`src/rtl/nibble_serial_adder_ctrl.sv`:
```
// Wide adder sequencer: drives one external 4-bit adder a nibble per clock, LSB first.
// Optional SUB_MODE_EN macro adds an i_sub port for two's-complement subtraction.
module nibble_serial_adder_ctrl #(
  parameter int NUM_NIBBLES = 4
) (
  input  logic                     i_clk,
  input  logic                     i_rst,
  input  logic                     i_start,
  input  logic [4*NUM_NIBBLES-1:0] i_op_a,
  input  logic [4*NUM_NIBBLES-1:0] i_op_b,
  input  logic                     i_cin,
`ifdef SUB_MODE_EN
  input  logic                     i_sub,
`endif
  output logic                     o_busy,
  output logic                     o_done,
  output logic [4*NUM_NIBBLES-1:0] o_result,
  output logic                     o_cout,
  output logic [3:0]               o_add_in1,
  output logic [3:0]               o_add_in2,
  output logic                     o_add_carry_in,
  input  logic [3:0]               i_add_sum,
  input  logic                     i_add_carry_out
);

  localparam int W  = 4 * NUM_NIBBLES;
  localparam int IW = (NUM_NIBBLES > 1) ? $clog2(NUM_NIBBLES) : 1;
  localparam logic [IW-1:0] LAST_IDX = IW'(NUM_NIBBLES - 1);

  typedef enum logic [1:0] {IDLE, RUN, DONE} state_t;

  state_t        r_state;
  state_t        w_nextState;
  logic [W-1:0]  r_opA;
  logic [W-1:0]  r_opB;
  logic          r_carry;
  logic [IW-1:0] r_idx;
  logic [W-1:0]  r_result;
  logic          r_cout;
  logic [W-1:0]  w_opBIn;
  logic          w_cinIn;
  logic          w_lastNibble;

  // Subtraction is A + ~B + 1, so only operand B and the seed carry change.
`ifdef SUB_MODE_EN
  assign w_opBIn = i_sub ? ~i_op_b : i_op_b;
  assign w_cinIn = i_sub ? 1'b1 : i_cin;
`else
  assign w_opBIn = i_op_b;
  assign w_cinIn = i_cin;
`endif

  assign w_lastNibble = (r_idx == LAST_IDX);

  always_ff @(posedge i_clk) begin
    if (i_rst) begin
      r_state <= IDLE;
    end else begin
      r_state <= w_nextState;
    end
  end

  always_comb begin
    w_nextState    = r_state;
    o_add_in1      = 4'h0;
    o_add_in2      = 4'h0;
    o_add_carry_in = 1'b0;
    case (r_state)
      IDLE: begin
        if (i_start) begin
          w_nextState = RUN;
        end
      end
      RUN: begin
        o_add_in1      = r_opA[{r_idx, 2'b00} +: 4];
        o_add_in2      = r_opB[{r_idx, 2'b00} +: 4];
        o_add_carry_in = r_carry;
        if (w_lastNibble) begin
          w_nextState = DONE;
        end
      end
      DONE: begin
        w_nextState = IDLE;
      end
      default: begin
        w_nextState = IDLE;
      end
    endcase
  end

  // Operands are frozen at accept; the adder result is folded back one slice per edge.
  always_ff @(posedge i_clk) begin
    if (i_rst) begin
      r_opA    <= '0;
      r_opB    <= '0;
      r_carry  <= 1'b0;
      r_idx    <= '0;
      r_result <= '0;
      r_cout   <= 1'b0;
    end else begin
      case (r_state)
        IDLE: begin
          if (i_start) begin
            r_opA   <= i_op_a;
            r_opB   <= w_opBIn;
            r_carry <= w_cinIn;
            r_idx   <= '0;
          end
        end
        RUN: begin
          r_result[{r_idx, 2'b00} +: 4] <= i_add_sum;
          r_carry                       <= i_add_carry_out;
          r_idx                         <= r_idx + 1'b1;
          if (w_lastNibble) begin
            r_cout <= i_add_carry_out;
          end
        end
        default: begin
        end
      endcase
    end
  end

  assign o_busy   = (r_state != IDLE);
  assign o_done   = (r_state == DONE);
  assign o_result = r_result;
  assign o_cout   = r_cout;

endmodule

```
`config.mk`:
```
export PLATFORM = sky130hd
export DESIGN_NAME = nibble_serial_adder_ctrl
export DESIGN_NICKNAME = d
export VERILOG_FILES = /design/src/rtl/nibble_serial_adder_ctrl.sv
export SDC_FILE = /design/constraint.sdc
export NUM_CORES = 1
export LEC_CHECK = 0
export BUFFER_PORTS_ARGS = -buffer_cell sky130_fd_sc_hd__buf_2
export CAP_MARGIN = 20
export CORE_ASPECT_RATIO = 0.8
export CORE_MARGIN = 5
export CORE_UTILIZATION = 46
export DETAILED_ROUTE_END_ITERATION = 16
export GPL_TIMING_DRIVEN = 0
export PLACE_DENSITY = 0.84
export SLEW_MARGIN = 20
export SYNTH_ARGS = -nofsm -noshare
export SYNTH_HDL_FRONTEND = slang
export SYNTH_SLANG_ARGS = --single-unit
```
`constraint.sdc`:
```
create_clock -name i_clk -period 1.72 [get_ports i_clk]
set_clock_uncertainty 0.05 [all_clocks]
set_input_delay 0.086 -clock i_clk [delete_from_list [all_inputs] [get_ports i_clk]]
set_output_delay 0.086 -clock i_clk [all_outputs]
set_load 0.005 [all_outputs]
```
==> metrics <==
post-detailed-route DRC marker count 0; core box area 5065 µm²; list of most frequent post-synthesis cells sky130_fd_sc_hd__nand2_1 (76), sky130_fd_sc_hd__dfxtp_1 (54), sky130_fd_sc_hd__a21oi_1 (45); EDFF count, synth 0; worst vdd rail ir drop 0.0005139 V; Synth top area share 44.67%; prevailing post-synth register cell sky130_fd_sc_hd__dfxtp_1; Diodes inserted 0; cell types with the largest area share after synthesis sky130_fd_sc_hd__dfxtp_1 (45%), sky130_fd_sc_hd__nand2_1 (12%), sky130_fd_sc_hd__a21oi_1 (9.3%); Max-Cap Viols 0; total of buffers placed on input and output ports 68; CTS tree built; share of the clock period used by the worst path 108.7%; clk sinks 54; level count of the clock H-tree 2; synthesized flop and latch total 54; number of filler cells placed in the layout 396; global-route wire length before repair 11.00 mm; maximum net fanout on the critical path 7; total of warnings raised by yosys 0; slew of the pin with the lowest slew margin 0.5845 ns; share of flip-flops with an asynchronous set or reset 0%; peak-usage layer in the global routing report met2; setup total negative slack -1.496 ns; antenna violations before repair 0; Routed wire per std cell 15.38 µm; total number of vias 2371; total global routing overflow 0; kind of launch point of the worst setup path register; nets in the synthesized netlist 325; Setup CP Type reg -> reg; arrival time of data at the critical path endpoint 2.05 ns; vias in the first global route 2293; total wire length 7.000 mm; endpoint type of the worst setup path register; Worst Path Required 1.90 ns; width of the die 91.09 µm; cell area power density 760.2 nW/µm²; setup violators final 18; Netlist cell types 27; final weighted congestion of routability-driven global placement 0.7994; number of iterations in the first detailed-routing pass 4; Max clock buf depth 2; Achievable Freq 0.5349 GHz; Clock Latency Late Sink 0.32 ns; placed wire-length estimate after detailed placement 4.420 mm; met3 layer usage reported by global route 4.396%; met1 Use GR 24.31%; result of the run complete, but fails checks; sequential cell area 1082 µm²; share of post-route cells with drive strength above 1 29.77%; clk root buf sky130_fd_sc_hd__clkbuf_8; total standard cell area after synthesis 2420 µm²; sequential element share of the synthesized area 44.67%; setup repair after global routing missed its margin yes; met2 usage 37.60%; std cell rows 23; pin count of the biggest net entering global routing 18; area used by multi-input combinational logic 1279 µm²; cell with the most instances after synthesis sky130_fd_sc_hd__nand2_1; Slew Viols, Final 0; Tightest Hold Check Type in -> reg; area added between synthesis and finish 40.64%; io pins 69; failing checks setup timing; average cell area after synthesis 8.673 µm²; ordered list of cells on the worst path buf_8, buf_8, clkinvlp_4, ha_4, nor2b_1, nand4_1, o32ai_2; Via density 5.211; Tmin final 1.870 ns; Die Y-Extent 74.87 µm; Power, Total 2.587 mW; nets 438; setup slack at placement -0.3214 ns; CP peak stage delay 0.36 ns; post-route ant nets 0; Yosys top cell by area sky130_fd_sc_hd__dfxtp_1; count of final hold-check violations 0; clock-pin slew reported for the worst setup and hold paths after clock tree synthesis 0.10 ns; number of DRC markers in iteration 0 103; Max stage delay cell, worst path sky130_fd_sc_hd__dfxtp_2; GRT Resource Usage Total 20.46%; Post-Synthesis Cells 279; starting utilization of the core area 47.78%; relative slew slack 61.03%; Worst path most repeated cell sky130_fd_sc_hd__buf_8; die area 6820 µm²; worst path setup slack after routing -0.1496 ns; leakage power of the design 1.437 nW; total clock buffers created by CTS 5
==> flip-flops by register name (all words and copies together) (netlist names) <==
register  cells
o_result     16
r_idx         2
r_opA        16
r_opB        16
o_cout        1
r_carry       1
r_state       2
==> layout by cell type, fill, tap and decap left out, types with 6 or more instances in the layout <==
cell type / n
sky130_fd_sc_hd__nor2_1: 7
sky130_fd_sc_hd__dfxtp_1: 53
sky130_fd_sc_hd__clkbuf_1: 7
sky130_fd_sc_hd__inv_1: 6
sky130_fd_sc_hd__buf_2: 73
sky130_fd_sc_hd__clkbuf_8: 6
sky130_fd_sc_hd__nand2_1: 76
sky130_fd_sc_hd__nand3_1: 9
sky130_fd_sc_hd__buf_4: 6
sky130_fd_sc_hd__dlygate4sd3_1: 33
sky130_fd_sc_hd__nand3b_1: 7
sky130_fd_sc_hd__a21oi_1: 44
==> cells by family after synthesis <==
family / share of synthesized area [%]
AO/OA/AOI/OAI: 12.56
adder cells (fa/ha/maj): 2.585
buffers and inverters: 5.222
flip-flops: 44.67
multiplexers: 8.376
AND/OR/NAND/NOR: 26.58
==> power by group <==
part	internal (mW)	leakage [nW]	switching, mW
Sequential	1.31	0.442	0.0306
Clock	0.332	0.0478	0.449
Combinational	0.236	0.947	0.230
==> repair_timing <==
action                                  4_1_cts  5_1_grt
resized for setup                            15       12
setup buffers                                 2        3
hold buffers                                 33        0
pin swaps                                     1        9
gates cloned                                  0        0
endpoints found under the setup margin       25       24
endpoints found under the hold margin        33        0
==> worst max-delay path, delay by kind of cell (launching register included) <==
kind	cells	cell delay, ns
adder cells (fa/ha/maj)	1	0.28
AND/OR/NAND/NOR	2	0.48
AO/OA/AOI/OAI	1	0.18
buffers and inverters	3	0.43
flip-flops	1	0.36
==> metal layers <==
layer	vias up	wire [µm]
met2	86	3450
met3	10	507
met1	1102	2936
li1	1173	-
met4	0	105
met5	-	0
==> stage by stage <==
step | utilization (%) | cells | hold slack (ns) | instance area, µm²
floorplan | - | 279 | 0.1720 | 2420
global placement | 56.03 | 409 | 0.2778 | 2838
detailed placement | 56.03 | 409 | 0.2820 | 2838
CTS | 65.79 | 452 | 0.004577 | 3332
global route | 67.19 | 455 | 0.03165 | 3403
finish | 67.19 | 455 | 0.01211 | 3403
==> final timing paths <==
kind / slack, ns / to / startpoint / depth (start not counted)
worst max register to register: -0.15 / o_result[0] / r_idx[0] / 7
worst min-delay path: 0.01 / o_result[10] / i_add_sum[2] / 3
worst max-delay path: -0.15 / o_result[0] / r_idx[0] / 7
worst min register to register: 0.41 / o_result[8] / o_result[8] / 2
==> layout make-up <==
cell class / instances / area share, %
tap: 62 / 2.279
buffer: 19 / 3.199
clock buffer: 6 / 2.426
clock inverter: 2 / 0.4779
multi-input combinational: 199 / 37.57
sequential: 54 / 31.80
inverter: 7 / 0.8824
timing repair buffer: 106 / 21.36
Note: power is estimated with default switching activity, not from simulation.
